`config.mk`:
```
export PLATFORM = sky130hd
export DESIGN_NAME = dec_lut_encoder8bits_clk
export DESIGN_NICKNAME = d
export VERILOG_FILES = /design/src/rtl/dec_lut_pkg.sv /design/src/rtl/dec_lut_encoder8bits_clk.sv
export SDC_FILE = /design/constraint.sdc
export NUM_CORES = 1
export LEC_CHECK = 0
export ABC_CLOCK_PERIOD_IN_PS = 3300
export CAP_MARGIN = 20
export CORE_MARGIN = 2
export CORE_UTILIZATION = 56
export CTS_CLUSTER_DIAMETER = 120
export DETAILED_ROUTE_END_ITERATION = 16
export PLACE_DENSITY_LB_ADDON = 0.1
export SLEW_MARGIN = 20
export SYNTH_ARGS = -nofsm -noshare
export SYNTH_HDL_FRONTEND = slang
export SYNTH_SLANG_ARGS = --single-unit
```
`constraint.sdc`:
```
create_clock -name clk -period 3.3 [get_ports clk]
set_clock_uncertainty 0.1 [all_clocks]
set_input_delay 0.495 -clock clk [delete_from_list [all_inputs] [get_ports clk]]
set_output_delay 0.495 -clock clk [all_outputs]
set_load 0.01 [all_outputs]
```
`src/rtl/dec_lut_pkg.sv`:
```
// -----------------------------------------------------------------------------
// dec_lut_pkg
// Shared definitions for the 8-bit LUT decoder and its triangular-number
// encoder (dec_lut_encoder8bits_clk).
//
// Contents:
//   W_BITS   - default codeword width (holds 511*512/2 = 130816 < 2^20)
//   N_BITS   - default index width
//   state_t  - encoder control FSM states (IDLE, RUN, DONE)
//   tri_num  - constant-style helper giving N*(N+1)/2, for use by the decoder
//              side when it builds its lookup contents
// -----------------------------------------------------------------------------
package dec_lut_pkg;

    localparam int W_BITS = 20;
    localparam int N_BITS = 9;

    typedef enum logic [1:0] {
        IDLE = 2'd0,
        RUN  = 2'd1,
        DONE = 2'd2
    } state_t;

    function automatic logic [W_BITS-1:0] tri_num(input logic [N_BITS-1:0] n);
        logic [W_BITS-1:0] n_ext;
        logic [W_BITS-1:0] prod;
        n_ext = W_BITS'(n);
        prod  = n_ext * (n_ext + W_BITS'(1));
        return prod >> 1;
    endfunction

endpackage : dec_lut_pkg

```
`src/rtl/dec_lut_encoder8bits_clk.sv`:
```
// -----------------------------------------------------------------------------
// dec_lut_encoder8bits_clk
// Sequential encoder producing the triangular number W = N*(N+1)/2, the
// inverse of the team's 8-bit LUT decoder. The sum 1+2+...+N is built with
// one addition per clock, so an index k completes k+1 cycles after the edge
// that accepted the request.
//
// Parameters:
//   W_BITS  codeword width (default 20)
//   N_BITS  index width    (default 9)
//
// Ports:
//   clk    in   single clock, rising-edge
//   rst_n  in   asynchronous active-low reset
//   start  in   encode request, sampled in IDLE or DONE
//   N      in   index, captured only when a request is accepted
//   busy   out  high while an encode is running
//   done   out  one-cycle pulse, W holds a new result
//   W      out  registered codeword, held until the next completion
// -----------------------------------------------------------------------------
module dec_lut_encoder8bits_clk #(
    parameter int W_BITS = dec_lut_pkg::W_BITS,
    parameter int N_BITS = dec_lut_pkg::N_BITS
) (
    input  logic              clk,
    input  logic              rst_n,
    input  logic              start,
    input  logic [N_BITS-1:0] N,
    output logic              busy,
    output logic              done,
    output logic [W_BITS-1:0] W
);

    import dec_lut_pkg::*;

    state_t              state;
    state_t              state_next;
    logic                armed;
    logic                accept;
    logic                finish;
    logic [N_BITS-1:0]   n_reg;
    logic [N_BITS-1:0]   cnt;
    logic [W_BITS-1:0]   acc;
    logic [W_BITS-1:0]   w_reg;

    // The first rising edge after reset release only arms the block, so a
    // start that coincides with the release edge can never begin an encode
    // regardless of how the release lines up with the clock.
    always_ff @(posedge clk or negedge rst_n) begin
        if (!rst_n) begin
            armed <= 1'b0;
        end else begin
            armed <= 1'b1;
        end
    end

    assign finish = (state == RUN) && (cnt == n_reg);

    always_ff @(posedge clk or negedge rst_n) begin
        if (!rst_n) begin
            state <= IDLE;
        end else begin
            state <= state_next;
        end
    end

    // DONE accepts a new request exactly like IDLE so results can stream
    // back-to-back; requests seen during RUN are dropped, not queued.
    always_comb begin
        state_next = state;
        accept     = 1'b0;
        case (state)
            IDLE: begin
                if (start && armed) begin
                    state_next = RUN;
                    accept     = 1'b1;
                end
            end
            RUN: begin
                if (cnt == n_reg) begin
                    state_next = DONE;
                end
            end
            DONE: begin
                if (start && armed) begin
                    state_next = RUN;
                    accept     = 1'b1;
                end else begin
                    state_next = IDLE;
                end
            end
            default: begin
                state_next = IDLE;
            end
        endcase
    end

    // Accumulator: after j steps acc = 1+2+...+j, so when cnt reaches n_reg
    // the running sum already equals the triangular number of the index.
    always_ff @(posedge clk or negedge rst_n) begin
        if (!rst_n) begin
            n_reg <= '0;
            cnt   <= '0;
            acc   <= '0;
        end else if (accept) begin
            n_reg <= N;
            cnt   <= '0;
            acc   <= '0;
        end else if ((state == RUN) && !finish) begin
            cnt   <= cnt + N_BITS'(1);
            acc   <= acc + W_BITS'(cnt) + W_BITS'(1);
        end
    end

    always_ff @(posedge clk or negedge rst_n) begin
        if (!rst_n) begin
            w_reg <= '0;
        end else if (finish) begin
            w_reg <= acc;
        end
    end

    assign busy = (state == RUN);
    assign done = (state == DONE);
    assign W    = w_reg;

endmodule : dec_lut_encoder8bits_clk

```
Yosys cells after proc, flatten, opt, wreduce, memory -nomap -nowiden
Index checks and enable logic that the tools add are counted.

storage, ports and cells
  bits of input ports = 12
  output and inout port bits = 22
  latch bits = 0
  memories kept = 0
  RAM bits = 0
  bits in read-only memories = 0
  word-level logic and storage cells = 32
  flip-flop bits (word level) = 61

cells by class
  magnitude comparators = 0
  $add $sub $neg = 3
  multiplexer cells = 10
  shift-type cells = 0
  multipliers = 0
  equal/unequal tests = 5
  reduce and logical (&&, ||, !) cells = 8
  bitwise operators = 0
  div/mod/pow operators = 0

operators by type and width
  kind                                                                     count
  20-bit two-way mux                                                       2
  20-bit by 1-bit adder with 20-bit output, second input constant          1
  20-bit by 9-bit adder with 20-bit output                                 1
  9-bit two-way mux                                                        2
  9-bit by 1-bit adder with 9-bit output, second input constant            1
  9-bit equality test                                                      1
  2-bit one-hot mux with 3 select lines                                    1
  2-bit two-way mux                                                        2
  1-bit logical AND                                                        3
  1-bit two-way mux                                                        3
  2-bit by 1-bit equality test with 1-bit output, second input constant    1
  2-bit equality test, second input constant                               1
  2-bit logical NOT                                                        1
  2-bit by 1-bit inequality test with 1-bit output, second input constant  1
  2-bit inequality test, second input constant                             1
  2-bit AND reduction                                                      1
  2-bit nonzero test                                                       1
  2-bit OR reduction                                                       1
  1-bit logical NOT                                                        1

Depth between registers and ports, before layout
  depth after elaboration = 6
  gate-level depth with buffers = 10

Least setup slack after synthesis
No wires, ideal clock.

  path type = reg2reg
  from = reg cnt[0]
  to = reg acc[14]
  period minus slack after synthesis = 2470 ps
  setup time = 132 ps
  setup slack = 830 ps
  data required time = 3068 ps
  stages on the path, launching flop included = 11
  arrival time = 2238 ps
  cells stage by stage = dfrtp_1 -> inv_1 -> ha_1 -> inv_1 -> fa_1 -> a21o_1 -> a221oi_1 -> a31oi_2 -> nand4_1 -> xor2_1 -> nor2_1

between the ends
  cells in the longest elaborated chain, start to end = 5
  elaborated cells on any way between the ends = 9
  classes of those cells = 2 x add/sub; 1 x eq/ne; 2 x mux; 4 x reduce/logical

ends and longest elaborated chain
  what                                                                              RTL line                         RTL
  from (decl)                                                                       dec_lut_encoder8bits_clk.sv:42   logic [N_BITS-1:0] cnt;
  from (signal assigned)                                                            dec_lut_encoder8bits_clk.sv:110  cnt <= cnt + N_BITS'(1);
  branches (longest 5 deep; another with 20-bit by 9-bit adder with 20-bit output)  --
  to (signal assigned)                                                              dec_lut_encoder8bits_clk.sv:111  acc <= acc + W_BITS'(cnt) + W_BITS'(1);
  to (decl)                                                                         dec_lut_encoder8bits_clk.sv:43   logic [W_BITS-1:0] acc;

Parallel ways; which one is timed is not known. The select of a mux whose other input is x is not followed.
A chain may end at the register's enable or synchronous reset.

Final worst setup path
  from = reg cnt[0]
  to = reg acc[16]

Same word-level chain as after synthesis.

==> impl_metrics.sql <==
INSERT INTO impl_metrics (metric_group, metric, value, unit) VALUES
('synthesis', 'mean_post_synth_cell_area', '9.18', 'um2'),
('synthesis', 'synth_fp_nets', '348', ''),
('sta', 'finalSetupViolCount', '0', ''),
('global_routing', 'antenna_found_initial', '0', ''),
('sta', 'grt_setup_unrepaired', 'false', ''),
('cells_and_area', 'drive_above_1_share', '7.61', '%'),
('synthesis', 'yosys.area.top_type_share', '51.2', '%'),
('clock_tree', 'register_clock_pin_slew_on_the_reported_worst_setup_and_hold_paths', '70', 'ps'),
('floorplanning', 'rows', '26', ''),
('worst_hold_path', 'path_type_of_the_worst_min_delay_path', 'in -> async', ''),
('synthesis', 'synth_flop_cell', 'sky130_fd_sc_hd__dfrtp_1', ''),
('worst_setup_path', 'cp-end-kind', 'flip-flop', ''),
('synthesis', 'synth_top_cells_by_count', 'sky130_fd_sc_hd__nand2_1 (97), sky130_fd_sc_hd__dfrtp_1 (61), sky130_fd_sc_hd__nand3_1 (19), sky130_fd_sc_hd__o21ai_1 (16), sky130_fd_sc_hd__nor2_1 (14)', ''),
('synthesis', 'synth-edff-count', '0', ''),
('floorplanning', 'start_util', '58.1', '%'),
('synthesis', 'async_flop_share', '100', '%'),
('sta', 'achievable_clock_frequency', '0.362', 'GHz'),
('synthesis', 'post-synth-top-count-cell', 'sky130_fd_sc_hd__nand2_1', ''),
('clock_tree', 'max_h_tree_level', '3', ''),
('synthesis', 'ys_seq_elements', '61', ''),
('route', 'route.detailed.drc', '0', ''),
('synthesis', 'synth_xor_area_share', '6.16', '%'),
('clock_tree', 'tritoncts', 'done', ''),
('clock_tree', 'cts.sinks', '61', ''),
('power', 'peakVddDrop', '0.000527', 'V'),
('route', 'detailedRoute.firstIterationViolations', '103', ''),
('synthesis', 'compound_gate_fraction_of_synth_area', '11.0', '%'),
('worst_setup_path', 'r2r_setup_slack', '540', 'ps'),
('worst_setup_path', 'worstSetupPathType', 'reg -> reg', ''),
('power', 'power', '3.00', 'mW'),
('place', 'pre_cts_ws', '582', 'ps'),
('sta', 'timing.slew.headroom', '58.7', '%'),
('cells_and_area', 'insertedDiodeCount', '0', ''),
('synthesis', 'post_synth_and_or_nand_nor_area_fraction', '23.4', '%'),
('synthesis', 'main_combinational_cell_family_by_area_after_synthesis', 'simple AND/OR/NAND/NOR gates', ''),
('sta', 'final.setup.tns', '0', 'ps'),
('synthesis', 'synthCells', '325', ''),
('floorplanning', 'die_w', '77', 'um'),
('place', 'place.gp.congestion', '0.906', ''),
('synthesis', 'synth_warn', '0', ''),
('floorplanning', 'die-area', '0.00593', 'mm2'),
('clock_tree', 'total_cts_buffers', '9', ''),
('worst_setup_path', 'worst_ep_arrival_time', '2920', 'ps'),
('global_routing', 'grt_start_max_net_pins', '46', ''),
('sta', 'finalWorstSetupSlack', '535', 'ps'),
('synthesis', 'synthAdderAreaFrac', '4.86', '%'),
('floorplanning', 'ioPinCount', '34', ''),
('synthesis', 'synth_seq_area_share', '51.2', '%'),
('worst_setup_path', 'timing.critical_path.from_type', 'flip-flop', ''),
('worst_setup_path', 'path_max_fanout', '7', ''),
('sta', 'tightestPinTransition', '618', 'ps'),
('sta', 'final_critical_path_share_of_the_clock_period', '83.8', '%'),
('clock_tree', 'holdBufCountCts', '0', ''),
('clock_tree', 'clock_latency_of_the_later_clocked_register_in_the_worst_skew_pair', '340', 'ps'),
('place', 'port-buffer-count', '33', ''),
('synthesis', 'netlist_area', '0.00298', 'mm2'),
('power', 'power.density_cell_area', '832', 'mW/mm2'),
('synthesis', 'post_synth_num_cell_types', '42', ''),
('route', 'post_drt_wl_per_cell', '13.8', 'um'),
('cells_and_area', 'num-fill-cells', '441', ''),
('synthesis', 'synth_mux_area_share', '0.335', '%'),
('run_status', 'run_status', 'complete, no violations', ''),
('clock_tree', 'root_buffer_selected_by_cts', 'sky130_fd_sc_hd__clkbuf_8', ''),
('route', 'drt-pass1-iter-count', '4', ''),
('global_routing', 'grt.overflow.total', '0', ''),
('global_routing', 'first_global_vias', '2274', ''),
('cells_and_area', 'design.final.nets', '386', ''),
('floorplanning', 'die_height', '77', 'um'),
('clock_tree', 'cts_resized', '0', ''),
('flow_run', 'max-cap-violations', '0', ''),
('worst_setup_path', 'worst_ep_required_time', '3460', 'ps');
-- report_power, final --
part / internal, mW / leakage (nW) / switching (mW)
Combinational: 0.496 / 0.796 / 0.611
Clock: 0.464 / 0.116 / 0.289
Sequential: 0.957 / 0.779 / 0.186
-- placed cells by master (no fill, tap or decap), types with 3 or more instances in the layout --
cell	n
sky130_fd_sc_hd__inv_1	8
sky130_fd_sc_hd__o21ai_0	5
sky130_fd_sc_hd__nor2b_1	4
sky130_fd_sc_hd__o31ai_1	4
sky130_fd_sc_hd__clkbuf_8	11
sky130_fd_sc_hd__or3_1	5
sky130_fd_sc_hd__a21oi_1	9
sky130_fd_sc_hd__nor2_1	14
sky130_fd_sc_hd__clkdlybuf4s50_1	32
sky130_fd_sc_hd__nand2_1	97
sky130_fd_sc_hd__nand4_1	9
sky130_fd_sc_hd__nand3_1	19
sky130_fd_sc_hd__buf_4	6
sky130_fd_sc_hd__o21ai_1	16
sky130_fd_sc_hd__and3_1	3
sky130_fd_sc_hd__xnor2_1	11
sky130_fd_sc_hd__xor2_1	10
sky130_fd_sc_hd__ha_1	10
sky130_fd_sc_hd__dfrtp_1	61
-- per-stage QoR --
stage,instance area [um2],hold WS (ps),std cells
2_1_floorplan,2980,99.4,325
5_1_grt,3610,96.8,438
3_3_place_gp,3380,357,422
4_1_cts,3610,260,438
3_5_place_dp,3380,362,422
6_report,3610,48.7,438
-- area by class of cell --
class                      instances  area [um2]  share of cell area [%]
multi-input combinational        244        1370                    38.0
clock inverter                     4        70.1                    1.94
tap                               70        87.6                    2.43
timing repair buffer              38         365                    10.1
sequential                        61        1530                    42.3
inverter                           9        33.8                   0.936
clock buffer                      12         155                    4.30
-- cells by family after synthesis --
family,count (synthesis)
adders and majority gates,11
and+or+nand+nor,160
xor gates and xnor gates,21
buffers and inverters,20
AOI/OAI and AO/OA,50
DFF,61
other,1
muxes,1
-- layer usage --
| layer | vias up | GRT usage, % | wire length (um) |
|---|---|---|---|
| met5 | - | 0 | 0 |
| met4 | 0 | 10.7 | 147 |
| met3 | 13 | 3.53 | 223 |
| met2 | 48 | 37.1 | 2660 |
| met1 | 1098 | 30.3 | 3010 |
| li1 | 1181 | - | - |
-- worst max-delay path: stages (launching register included) --
cell and delay, ps:
sky130_fd_sc_hd__dfrtp_1 460, sky130_fd_sc_hd__inv_1 90, sky130_fd_sc_hd__ha_1 160, sky130_fd_sc_hd__inv_1 50, sky130_fd_sc_hd__fa_1 400, sky130_fd_sc_hd__a21o_1 210
sky130_fd_sc_hd__a221oi_1 560, sky130_fd_sc_hd__a31oi_2 240, sky130_fd_sc_hd__nand4_1 190, sky130_fd_sc_hd__o21ai_0 110, sky130_fd_sc_hd__a21oi_1 140
-- path summary, 6_finish.rpt --
check | startpoint | to | cells past startpoint
setup / recovery | cnt[0] | acc[16] | 10
min in group clk | W[3] | W[3] | 2
setup reg to reg | cnt[0] | acc[16] | 10
hold reg to reg | W[3] | W[3] | 2
max in group asynchronous | rst_n | n_reg[8] | 2
hold / removal | rst_n | acc[0] | 1
No activity file was read; power rests on OpenSTA's default activity.
